===== config.mk =====
export PLATFORM = sky130hd
export DESIGN_NAME = probe_source
export DESIGN_NICKNAME = d
export VERILOG_FILES = /design/src/rtl/probe_source.sv
export SDC_FILE = /design/constraint.sdc
export NUM_CORES = 1
export LEC_CHECK = 0
export ABC_AREA = 1
export BUFFER_PORTS_ARGS = -buffer_cell sky130_fd_sc_hd__buf_2
export CAP_MARGIN = 15
export CORE_MARGIN = 3
export CORE_UTILIZATION = 49
export CTS_BUF_LIST = sky130_fd_sc_hd__clkbuf_4
export CTS_CLUSTER_DIAMETER = 100
export CTS_CLUSTER_SIZE = 20
export DETAILED_ROUTE_END_ITERATION = 10
export GPL_TIMING_DRIVEN = 0
export PLACE_DENSITY = 0.79
export SYNTH_ARGS = -nofsm -noshare
export SYNTH_HDL_FRONTEND = slang
export SYNTH_SLANG_ARGS = --single-unit

===== constraint.sdc =====
create_clock -name UCLK -period 8 [get_ports UCLK]
set_input_delay 1.2 -clock UCLK [delete_from_list [all_inputs] [get_ports UCLK]]
set_output_delay 1.2 -clock UCLK [all_outputs]
set_load 0.01 [all_outputs]

===== src/rtl/probe_source.sv =====
// Leaf producer on the probe upstream link: snapshots PROBEDATA on a trigger and
// sends one packet (header + WORDS data words) over the DATAUP/DATAVALID/DELAY/ACK handshake.
module probe_source #(
   parameter logic [15:0] PROBE_ID = 16'h0000,
   parameter int          WORDS    = 2
) (
   input  logic                UCLK,
   input  logic                URST,
   input  logic                ENABLE,
   input  logic                TRIGGER,
   input  logic [32*WORDS-1:0] PROBEDATA,
   output logic [31:0]         DATAUP,
   output logic                DATAVALID,
   output logic                DELAY,
   input  logic                ACK,
   output logic                BUSY,
   output logic [7:0]          DROPS
);

   typedef enum logic [1:0] {IDLE, HDR, DATA} state_t;

   localparam logic [7:0] WORDS_B  = 8'(WORDS);
   localparam logic [7:0] LAST_IDX = 8'(WORDS - 1);

   state_t              state;
   logic [7:0]          index;
   logic [32*WORDS-1:0] snapshot;
   logic                capture_req;
   logic                xfer;
   logic                last_xfer;
   logic                drop;
   logic [7:0]          next_index;
   logic [31:0]         next_word;
   logic [31:0]         header;

   assign capture_req = TRIGGER & ENABLE;
   assign xfer        = DATAVALID & ACK;
   assign last_xfer   = (state == DATA) && xfer && (index == LAST_IDX);
   // The last-word edge may start the next packet, so a trigger there is not a drop.
   assign drop        = capture_req && (state != IDLE) && !last_xfer;
   assign next_index  = index + 8'd1;
   assign header      = {PROBE_ID, DROPS, WORDS_B};
   assign BUSY        = DELAY;

   always_comb begin
      // NOTE: default assignment first so the word mux can never infer a latch.
      next_word = '0;
      for (int k = 0; k < WORDS; k++)
         if (next_index == 8'(k)) next_word = snapshot[32*k +: 32];
   end

   // NOTE: all state uses non-blocking assignments so every register samples pre-edge values.
   always_ff @(posedge UCLK or posedge URST) begin
      if (URST) begin
         state     <= IDLE;
         index     <= '0;
         snapshot  <= '0;
         DATAUP    <= '0;
         DATAVALID <= 1'b0;
         DELAY     <= 1'b0;
         DROPS     <= '0;
      end else begin
         case (state)
            IDLE: begin
               if (capture_req) begin
                  snapshot  <= PROBEDATA;
                  DATAUP    <= header;
                  DATAVALID <= 1'b1;
                  DELAY     <= 1'b1;
                  state     <= HDR;
               end
            end
            HDR: begin
               if (xfer) begin
                  DATAUP <= snapshot[31:0];
                  index  <= '0;
                  state  <= DATA;
               end
            end
            DATA: begin
               if (xfer) begin
                  if (index != LAST_IDX) begin
                     index  <= next_index;
                     DATAUP <= next_word;
                  end else if (capture_req) begin
                     snapshot <= PROBEDATA;
                     DATAUP   <= header;
                     state    <= HDR;
                  end else begin
                     DATAVALID <= 1'b0;
                     DELAY     <= 1'b0;
                     state     <= IDLE;
                  end
               end
            end
            default: state <= IDLE;
         endcase

         // Header transfer reports the count, so it restarts there (at 1 if dropping now).
         if (state == HDR && xfer)
            DROPS <= {7'd0, drop};
         else if (drop && DROPS != 8'hFF)
            DROPS <= DROPS + 8'd1;
      end
   end

endmodule


==> impl_results.md <==
- Status: finished, final reports clean
- Skew final: about 0.016 ns
- I/O Pins: 112
- Initial Util: around 50%
- CP Cell Sequence: buf_4 > buf_2
- CTS tree: yes
- Max transition margin: around 60%
- Slew Viols, Final: 0
- CP delay by family, top: flip-flops
- CP Data Required Time: between 6 and 7 ns
- Most common cell after layout, fill and taps aside: nand2_1
- Tot GR Track Use: about a quarter
- Antenna-violating nets left: 0
- Grt total ovfl: 0
- Routability cong.: about 0.94
- Int Pwr: 1820 uW
- CP max FO: 5
- Most frequent cells in the layout: nand2_1, inv_1, buf_2
- Fin crit share: 30.9%
- Post-synth EDFFs: 0
- Drt via density: slightly above 5
- Vias post-DR: ~6.7k
- Critical path's slowest cell: dfrtp_1
- Post-CTS setup buffers: 0
- Static Leak: approximately 0.0045 uW
- Num rows: between 40 and 50
- CTS Buffer Depth: 2
- Worst hold path class: flop to flop
- RSZ-0062 raised after global routing: false
- Comb pwr share: between 50% and 60%
- Post-CTS Hold Buffers: 0
- MaxCap Viol Count: 0
- Total CTS buffers: 17
- Global-route wire length before repair: around 32000 um
- Share of cells above drive strength 1: about 20%
- Buf+Inv Stages, Crit Path: 2
- Post-Syn Nets: 1067
- Worst Tran Pin Value: roughly 0.63 ns
- DRC Markers: 0
- Crit Path Class: flop to primary output
- CP startpoint kind: flop
- Clock slew at reported path FFs: approximately 0.11 ns
- Asr flop ratio synth: 100%
- Peak supply drop: roughly 0.22 mV
- Data arrival, critical path: roughly 1.3 ns
- Min Tclk post-route: between 2 and 2.5 ns
- Post-synth top flop: dfrtp_1
- Sequential element share of the synthesized area: ~41%
- Synth Instances: about 1000
- Switching power share of the total: between 40% and 50%
- Final WL: just under 20000 um
- Pin count of the biggest net entering global routing: 83
- CTS sink count: around 120
- Setup tns final: 0 ns
- I/O Buffers: around 110
- Iteration-0 DRC Markers: approximately 560
- Post-cts sizing count: 0
- Number of global-route vias before repair: between 6k and 7k
- Max Clock Freq: ~400 MHz
- Net load switching power: between 1500 and 2000 uW
- PwrDens: 436 nW/um^2
- Layout area overhead: 15.6%
- Netlist cell types: 36
- Sequential fraction of design power: 29.1%
- Initial antenna violation count: 1
- CP peak stage delay: around 0.44 ns
- Mapped cell area: ~7000 sq um
- Setup violators final: 0
- Clock Latency Late Sink: around 0.56 ns
- Die area: 15800 sq um
- Die width: about 130 um
- Crit end category: primary output
- Endpoints failing hold: 0
- Pre-antenna DRT Iters: 5
- H-Tree Depth: 4
- Syn Area/Cell: 7.11 sq um
- Core ar.: around 14000 sq um
- WL per Instance: ~15 um
- Fin nets: 1198
- Ys Warns: 0
- Root buffer cell: clkbuf_4
- Power Total: approximately 3500 uW
- Post-DP HPWL: around 15000 um
- Clock network fraction of design power: 12.4%
- Die height: ~130 um
- Seq cells post-synth: approximately 120
## synth_stat cells, types with 3 or more instances
library cell	number	area, sq um
nand2_1	371	1390
inv_1	149	559
dfrtp_1	115	2880
o21ai_1	57	285
nand3_1	55	275
nand3_2	29	290
a21oi_1	26	130
o21ai_0	25	125
o221ai_1	23	201
nor2_1	22	82.6
clkbuf_1	20	75.1
buf_2	18	90.1
buf_4	11	82.6
o211ai_1	10	75.1
ha_1	9	113
inv_2	6	22.5
a31oi_1	5	31.3
nand4_1	5	31.3
buf_6	4	45.0
xor2_1	4	35.0
nand2_2	3	18.8
o22ai_1	3	18.8
## metrics by stage
stage | instance area (sq um) | instances | setup slack, ns | hold slack [ns] | utilization, %
floorplan | 7030 | 989 | 3.76 | 0.487 | -
global placement | 7810 | 1280 | 2.36 | 0.481 | 56.0
detailed placement | 7840 | 1281 | 5.09 | 0.490 | 56.3
CTS | 8120 | 1313 | 5.51 | 0.515 | 58.3
global route | 8120 | 1314 | 5.42 | 0.545 | 58.3
finish | 8120 | 1314 | 5.53 | 0.507 | 58.3
## worst register-to-register path, stage by stage (launching register included)
cell	delay (ns)
dfrtp_1	0.46
ha_1	0.27
xnor2_1	0.23
nand3_1	0.17
nor2_2	0.26
buf_2	0.33
nand3_2	0.10
nand2_1	0.07
inv_1	0.09
nand2_1	0.07
nand2_1	0.05
nand2_1	0.06
nand2_1	0.05
## flip-flops by register name, indices dropped and copies added (netlist names)
register,count
DATAUP,32
state,2
BUSY,1
index,8
DROPS,8
snapshot,64
## final timing paths
check / slack, ns / depth (start not counted) / from / end
setup / recovery: 5.53 / 2 / BUSY / DATAVALID
hold / removal: 0.51 / 2 / DATAUP[1] / DATAUP[1]
setup reg to reg: 5.68 / 12 / index[0] / DATAUP[12]
hold reg to reg: 0.51 / 2 / DATAUP[1] / DATAUP[1]
max in group asynchronous: 6.67 / 3 / URST / DATAUP[18]
min in group asynchronous: 0.62 / 2 / URST / DATAUP[3]
## cell type report
cell class                 instances  area (sq um)
multi-input combinational        659          3210
inverter                         157           594
clock inverter                    14           144
sequential                       115          2880
tap                              180           225
timing repair buffer             112           583
fill                            1337          5810
buffer                            58           355
clock buffer                      18           135
antenna                            1          2.50
## cells by family (layout without fill, tap and decap cells)
logic type,after synthesis,after routing,share of synthesized area [%]
and+or+nand+nor,492,492,30.6
buffers and inverters,215,359,13.4
AOI/OAI and AO/OA,153,153,12.8
DFF,115,115,40.9
adders and majority gates,9,9,1.60
xor gates and xnor gates,5,5,0.623
other,0,1,0
## power by group through the flow
stage	sequential, uW	combinational [uW]	clock, uW
final	1030	2070	441
after global routing	1060	2340	474
after CTS	1030	2060	445
after detailed placement	1040	2050	0
after global placement	1030	2010	0
after floorplan	1040	1510	0
## metal layers
layer / global-route usage [%] / wire length, um
met4: 8.26 / 437
met5: 0 / 0
met3: 6.62 / 1640
met1: 35.4 / 8850
met2: 39.1 / 8660
Note: power is estimated with default switching activity, not from simulation.
